File: src/rtl/inv_key_expansion.sv
// AES-128 reverse key schedule: starting from the round-10 key, emits round
// keys 10 down to 0 over a valid/ready handshake, one key per transfer.

module s_box (
    input  logic [7:0] data,
    output logic [7:0] sub
);
    function automatic logic [7:0] gf_mul(input logic [7:0] a, input logic [7:0] b);
        logic [7:0] acc;
        logic [7:0] x;
        acc = 8'h00;
        x   = a;
        for (int i = 0; i < 8; i++) begin
            if (b[i]) acc = acc ^ x;
            x = {x[6:0], 1'b0} ^ (x[7] ? 8'h1b : 8'h00);
        end
        return acc;
    endfunction

    // Multiplicative inverse as a^254 (254 = 8'b1111_1110); maps 0 to 0.
    function automatic logic [7:0] gf_inv(input logic [7:0] a);
        logic [7:0] result;
        logic [7:0] p;
        result = 8'h01;
        p      = a;
        for (int i = 0; i < 8; i++) begin
            if (i != 0) result = gf_mul(result, p);
            p = gf_mul(p, p);
        end
        return result;
    endfunction

    function automatic logic [7:0] affine(input logic [7:0] b);
        return b ^ {b[6:0], b[7]} ^ {b[5:0], b[7:6]} ^ {b[4:0], b[7:5]}
                 ^ {b[3:0], b[7:4]} ^ 8'h63;
    endfunction

    assign sub = affine(gf_inv(data));
endmodule

module key_expansion_g (
    input  logic [31:0] word,
    input  logic [31:0] rcon,
    output logic [31:0] g_word
);
    logic [31:0] rot;
    logic [31:0] subw;

    assign rot = {word[23:0], word[31:24]};

    for (genvar i = 0; i < 4; i++) begin : g_sbox
        s_box u_sbox (
            .data(rot[8*i +: 8]),
            .sub (subw[8*i +: 8])
        );
    end

    assign g_word = subw ^ rcon;
endmodule

module inv_key_expansion (
    input  logic         clk,
    input  logic         rst,
    input  logic         start,
    input  logic [127:0] key_in,
    output logic [127:0] rk_out,
    output logic [3:0]   rk_round,
    output logic         rk_valid,
    input  logic         rk_ready,
    output logic         busy,
    output logic         done
);
    typedef enum logic {IDLE, EMIT} state_t;

    state_t       state;
    state_t       state_next;
    logic [127:0] key_next;
    logic [3:0]   round_next;
    logic         valid_next;
    logic         done_next;
    logic         xfer;

    logic [31:0]  w0, w1, w2, w3;
    logic [31:0]  p0, p1, p2, p3;
    logic [31:0]  rcon;
    logic [31:0]  g_word;
    logic [127:0] prev_key;

    assign xfer = rk_valid && rk_ready;

    assign w0 = rk_out[127:96];
    assign w1 = rk_out[95:64];
    assign w2 = rk_out[63:32];
    assign w3 = rk_out[31:0];

    // Undo the forward recurrence w[i] = w[i-4] ^ w[i-1]; word 0 needs g()
    // of the recovered previous word 3 with this round's Rcon.
    assign p3 = w3 ^ w2;
    assign p2 = w2 ^ w1;
    assign p1 = w1 ^ w0;
    assign p0 = w0 ^ g_word;
    assign prev_key = {p0, p1, p2, p3};

    always_comb begin
        rcon = 32'h0;
        case (rk_round)
            4'd1:  rcon = 32'h01000000;
            4'd2:  rcon = 32'h02000000;
            4'd3:  rcon = 32'h04000000;
            4'd4:  rcon = 32'h08000000;
            4'd5:  rcon = 32'h10000000;
            4'd6:  rcon = 32'h20000000;
            4'd7:  rcon = 32'h40000000;
            4'd8:  rcon = 32'h80000000;
            4'd9:  rcon = 32'h1b000000;
            4'd10: rcon = 32'h36000000;
            default: rcon = 32'h0;
        endcase
    end

    key_expansion_g u_g (
        .word  (p3),
        .rcon  (rcon),
        .g_word(g_word)
    );

    always_comb begin
        state_next = state;
        key_next   = rk_out;
        round_next = rk_round;
        valid_next = rk_valid;
        done_next  = 1'b0;
        busy       = (state != IDLE);
        case (state)
            IDLE: begin
                if (start) begin
                    key_next   = key_in;
                    round_next = 4'd10;
                    valid_next = 1'b1;
                    state_next = EMIT;
                end
            end
            EMIT: begin
                if (xfer) begin
                    if (rk_round != 4'd0) begin
                        key_next   = prev_key;
                        round_next = rk_round - 4'd1;
                    end else begin
                        valid_next = 1'b0;
                        done_next  = 1'b1;
                        state_next = IDLE;
                    end
                end
            end
            default: state_next = IDLE;
        endcase
    end

    always_ff @(posedge clk) begin
        if (rst) begin
            state    <= IDLE;
            rk_out   <= '0;
            rk_round <= '0;
            rk_valid <= 1'b0;
            done     <= 1'b0;
        end else begin
            state    <= state_next;
            rk_out   <= key_next;
            rk_round <= round_next;
            rk_valid <= valid_next;
            done     <= done_next;
        end
    end
endmodule

File: config.mk
export PLATFORM = sky130hd
export DESIGN_NAME = inv_key_expansion
export DESIGN_NICKNAME = d
export VERILOG_FILES = /design/src/rtl/inv_key_expansion.sv
export SDC_FILE = /design/constraint.sdc
export NUM_CORES = 2
export LEC_CHECK = 0
export CORE_ASPECT_RATIO = 0.9
export CORE_UTILIZATION = 61
export CTS_CLUSTER_SIZE = 12
export DETAILED_ROUTE_END_ITERATION = 8
export HOLD_SLACK_MARGIN = 0.12
export PLACE_DENSITY = 0.81
export RECOVER_POWER = 100
export SLEW_MARGIN = 20
export SYNTH_ARGS = -nofsm -noshare
export SYNTH_HDL_FRONTEND = slang
export SYNTH_SLANG_ARGS = --single-unit
File: constraint.sdc
create_clock -name clk -period 21.5 [get_ports clk]
set_clock_uncertainty 0.05 [all_clocks]
set_input_delay 5.375 -clock clk [delete_from_list [all_inputs] [get_ports clk]]
set_output_delay 5.375 -clock clk [all_outputs]
set_load 0.05 [all_outputs]
Word level (Yosys, flattened, before mapping). Memory sizes are Yosys's and may differ from the RTL's. A register that Yosys moved wholly into a read port is not among the register bits. Index checks and enable logic that the tools add are counted. W data, S select, Z words.

Register bits after elaboration: 135. Bits in read-only memories: 128. Input port bits: 132. Word-level logic and storage cells: 1630. Memories kept: 1.

Add/sub/neg operators: 1. Equal/unequal tests: 4. Multiplexer cells: 831. Bitwise gates (word level): 783. Reductions and logical operators: 5.

Memories: (no name shown) (depth 16, bits a word 8, read ports 1, clocked after Yosys merged registers in 1, write ports 0, RTL line 106) `case (rk_round)`.

Operators by type and width (count): $mux W8 (420); $xor A8 B8 Y8 (380); $xor A8 B5 Y8 (364); $mux W5 (368); $mux W128 (3); $pmux W128 S2 (1); $xor A32 B32 Y32 (5); $mux W4 (9); $mux W7 (4); $not A1 Y1 const A (28); $mux W6 (4); $not A4 Y4 (4); $mux W3 (4); $mux W1 (11); $mux W2 (4); $pmux W4 S2 (1); $reduce_and A3 Y1 (2); $ne A2 B1 Y1 const B (2); $ne A2 B2 Y1 const B (2); $pmux W1 S2 (2); $reduce_bool A4 Y1 (1); $sub A4 B1 Y4 const B (1); $reduce_or A3 Y1 (1); $not A1 Y1 (2); $logic_and A1 B1 Y1 (1).

Depth between registers and ports, before layout.
Depth after elaboration: 138. Gate-level depth with buffers: 68. Mapped depth without buffers: 55.

Hierarchy. Synthesis repeated with hierarchy kept, for this count alone.

Cells, all modules: 8781. Area, all modules: 68448.1 um^2.

By module, submodules not included: s_box (instances 4, cells an instance 1942, area each 15220.8 um^2, seq. area each 0.0 um^2); inv_key_expansion (instances 1, cells an instance 981, area each 7284.5 um^2, seq. area each 2862.7 um^2); key_expansion_g (instances 1, cells an instance 32, area each 280.3 um^2, seq. area each 0.0 um^2).

Worst setup path before layout. Ideal clock, no wire load.

Kind: reg2reg. Start: register rk_out[48]. End: register rk_out[126]. Setup time: 133 ps. Data arrival time: 15828 ps. Slack: 5489 ps. Stages on the path, launching flop included: 65. Path through: dfxtp_1 > buf_2 > xnor2_1 > inv_1 > ha_1 > clkbuf_1 > nand2_1 > xor2_1 > clkinv_1 > clkbuf_1 > buf_1 > ha_1 > clkbuf_1 > inv_1 > nor2_1 > xnor2_1 > xnor2_1 > inv_1 > [29 not listed] > xnor2_4 > xnor2_2 > nor2_2 > xnor3_1 > xnor2_1 > xnor2_1 > xnor2_2 > xnor3_1 > xnor2_1 > or3b_1 > a21oi_1 > a21oi_1 > xnor3_1 > xnor2_2 > xnor3_1 > xnor2_1 > xnor2_1 > o22ai_1.

Word-level cells in the longest chain between the ends: 134. Elaborated cells on any way between the ends: 389. Classes of those cells: mux: 199; bitwise: 190.

RTL lines: from (decl) (RTL line 66) `output logic [127:0] rk_out,`; from (signal assigned) (RTL line 168) `rk_out <= key_next;`; $xor A32 B32 Y32 (*) (RTL line 98) `assign p3 = w3 ^ w2;`; $mux W8 (RTL line 14) `if (b[i]) acc = acc ^ x;`; $xor A8 B8 Y8 (RTL line 14); $mux W8 (RTL line 14); $xor A8 B8 Y8 (RTL line 14); $mux W8 (RTL line 14); $xor A8 B8 Y8 (RTL line 14); $mux W8 (RTL line 14); [117 not listed]; $xor A8 B8 Y8 (2 in a row) (RTL line 34) `return b ^ {b[6:0], b[7]} ^ {b[5:0], b[7:6]} ^ {b[4:0], b[7:5]}`; $xor A8 B8 Y8 (*) (RTL line 35) `^ {b[3:0], b[7:4]} ^ 8'h63;`; $not A4 Y4 (no line) (*); $xor A32 B32 Y32 (*) (RTL line 58) `assign g_word = subw ^ rcon;`; $xor A32 B32 Y32 (*) (RTL line 101) `assign p0 = w0 ^ g_word;`; $mux W128 (*) (RTL line 145) `if (rk_round != 4'd0) begin`; $mux W128 (*) (RTL line 144) `if (xfer) begin`; $pmux W128 S2 (*) (RTL line 134) `case (state)`.

Mark *: on every way between the ends. The rest lies on a longest branch, timed or not. The select of a mux whose other input is x is not followed. A chain may end at the register's enable or synchronous reset.

Worst setup path after layout.
Start: register rk_out[63]. End: register rk_out[96].

Word-level cells in the longest chain between the ends: 135. Elaborated cells on any way between the ends: 392. Classes of those cells: mux: 202; bitwise: 190.

RTL lines (RTL line): $xor A32 B32 Y32 (*) (98); $mux W5 / $mux W8 (equally long branches) (15, 14); $xor A8 B5 Y8 / $xor A8 B8 Y8 (equally long branches) (15, 14); $xor A8 B8 Y8 / $mux W8 (equally long branches) (14); $mux W8 / $xor A8 B8 Y8 (equally long branches) (14); $xor A8 B8 Y8 / $mux W8 (equally long branches) (14); $mux W8 / $xor A8 B8 Y8 (equally long branches) (14); $xor A8 B8 Y8 / $mux W8 (equally long branches) (14); [117 not listed]; $xor A8 B8 Y8 (3 in a row) (34); $xor A8 B8 Y8 (*) (35); $not A4 Y4 (no line) (*); $xor A32 B32 Y32 (*) (58); $xor A32 B32 Y32 (*) (101); $mux W128 (*) (145); $mux W128 (*) (144); $pmux W128 S2 (*) (134).

Marks and branches as above.

==> summary.txt <==
Post-synth ARST share: 0%
Total track usage: 36.8%
Post-synth cell types: 117
Crit share post-route: 93.7%
Die Ht: 305 um
DRC viols: 0
Top FF cell, synth: dfxtp_1
Num Clock Sinks: 143
Die area: 0.103 sq mm
FP Rows: 110
Core Region: 0.100 sq mm
Worst EP arrival: 20.42 ns
Reg2reg path depth: 49
CTS root buffer: clkbuf_16
Share of layout cells above drive strength 1: 7.98%
Hpwl dp: 145 mm
GRT overflow: 0
CP required: 21.79 ns
Post-CTS Setup Repair Bufs: 0
Max H-tree Level: 4
RD Place Congestion: 0.994
Critical path type: reg -> reg
Final WL: 199 mm
Routed length per instance: 20.7 um
Final Max Tran Viols: 347
Pre-Repair DR Iteration Count: 9
Crit path max fanout: 25
Via density: 6.49
Initial antenna violation count: 10
Syn Nets: 8436
RSZ-0062 raised after global routing: no
Maximum number of pins on one net before global-route repair: 103
HP Class: reg -> reg
Layout Utilization: 66.5%
Worst Setup EP: rk_out[96]
Final instance count without filler cells: 9611
Fillers: 8587
Post-Synthesis Cells: 8280
Yosys reg bits: 143
Multi-input logic area: 0.0568 sq mm
Setup TNS: 0 ns
Port buffer count: 266
Clock Path Buffers: 2
Post-synth EDFFs: 0
Initial Util: 61.8%
Max Fclk: 49.7 MHz
Initial DRC count: 7788
Sequential area share after synthesis: 4.62%
Commonest non-fill, non-tap cells in the layout: xnor2_1 (1444), nor2_1 (1152), nand2_1 (954)
Crit. End Element: register
Tmin final: 20.14 ns
Worst setup SP type: register
Fin. Hold Viols: 0
YS warnings: 0
Crit-path slowest cell: ha_1
CTS Hold Bufs: 0
CTS tree: yes
Outcome: finished, violations left
Cell count after placement: 9575
Fin nets: 8406
TritonCTS Buffers: 17
Avg Inst Size Synth: 7.49 sq um
Clock-pin slew on the worst setup and hold paths: 0.08 ns
Max Cap Viol: 7
Global-route wire length before repair: 316 mm
Mapped Area: 0.0620 sq mm
Worst slew pin tran: 4.26 ns
R2R Setup Slk: 1.36 ns
Slew headroom: -184%
DR vias: 62300
Hold_sp: rk_out[74]
IO Pins: 267
Leading cell type in the layout, fill and taps excluded: xnor2_1
CP Launch Point: rk_out[63]
Area occupied by registers: 0.00286 sq mm
Vias in the first global route: 57100
Clk_lat worst skew: 0.51 ns
Synth-to-layout area growth: 7.54%
Setup violations, final: 0
# resized after CTS: 0
Die Width: 338 um
Reg-to-Reg Start: rk_out[63]
RR Endpoint: rk_out[96]
Failing checks: capacitance limit, slew limit
Crit-path max cell delay: 0.98 ns
Antenna Nets Post-Route: 0
==> cell families (layout without fill, tap and decap cells) <==
kind of cell,after synthesis,after routing,share of synthesized area (%)
compound gates,1815,1815,19.2
simple gates,2914,2914,20.4
xor+xnor,2473,2473,46.5
buf+inv,645,628,4.34
fa+ha+maj,25,25,0.500
other cells,0,4,0
flops,143,143,4.62
mux,265,265,4.53
==> critical path, delay by kind of cell, from the launching register on <==
kind | cells | cell delay, ns
AOI/OAI and AO/OA | 7 | 1.42
xor gates and xnor gates | 30 | 14.58
adders and majority gates | 2 | 1.40
buffers and inverters | 3 | 1.06
DFF | 1 | 0.39
and+or+nand+nor | 7 | 1.01
==> per-stage QoR <==
stage / hold WS (ns) / area (sq um) / setup slack, ns
2_1_floorplan: 0.641 / 62000 / 5.49
3_3_place_gp: 0.428 / 66100 / 2.52
3_5_place_dp: 0.444 / 66100 / 2.25
4_1_cts: 0.452 / 66700 / 2.11
5_1_grt: 0.480 / 66700 / 0.427
6_report: 0.456 / 66700 / 1.36
==> registers in the layout (all words and copies together) (netlist names) <==
| signal | count |
|---|---|
| rk_out | 128 |
| rcon | 8 |
| rk_round | 4 |
| busy | 1 |
| done | 1 |
| rk_valid | 1 |
==> cell type report <==
type / count / share of cell area, %
inverters: 96 / 0.548
repair buffers: 500 / 6.59
well taps: 1344 / 2.52
flip-flops and latches: 143 / 4.29
clock inverters: 15 / 0.289
multi-input cells: 7492 / 85.1
diodes: 4 / 0.0150
clock buffers: 17 / 0.638
==> worst min-delay path by stage <==
stage / to / slack [ns] / depth (start not counted)
after floorplan: rk_out[71] / 0.64 / 2
after global placement: rk_out[74] / 0.43 / 2
after detailed placement: rk_out[76] / 0.44 / 2
after CTS: rk_out[76] / 0.45 / 2
after global routing: rk_out[8] / 0.48 / 2
final: rk_out[74] / 0.46 / 2
==> synthesized netlist by cell type, types with 39 or more instances <==
library cell,n,share of area [%]
a211oi_1,75,0.91
a21oi_1,500,4.0
a22o_1,49,0.69
a22oi_1,51,0.62
a31oi_1,73,0.74
and2_1,59,0.60
and3_1,41,0.41
buf_1,55,0.33
buf_2,105,0.85
clkbuf_1,360,2.2
dfxtp_1,143,4.6
inv_1,82,0.50
mux2_2,39,0.71
mux2i_1,210,3.4
nand2_1,953,5.8
nand2b_1,59,0.60
nand3_1,194,1.6
nor2_1,1152,7.0
nor2b_1,46,0.46
nor3_1,183,1.5
o211ai_1,109,1.3
o21ai_0,359,2.9
o22ai_1,112,1.1
or3_1,52,0.52
xnor2_1,1472,21
xnor2_2,114,3.0
xnor3_1,313,11
xor2_1,426,6.0
xor2_2,42,1.1
xor3_1,42,1.6
==> routing by layer <==
| metal | share of wire (%) | global-route usage [%] |
|---|---|---|
| met5 | 0.052 | 0 |
| met3 | 11 | 6.90 |
| met2 | 45 | 57.9 |
| met4 | 2.9 | 10.7 |
| met1 | 42 | 51.1 |
Power is not shown: default switching activity piles up to over one toggle a cycle in this logic, so the estimate is an artifact.
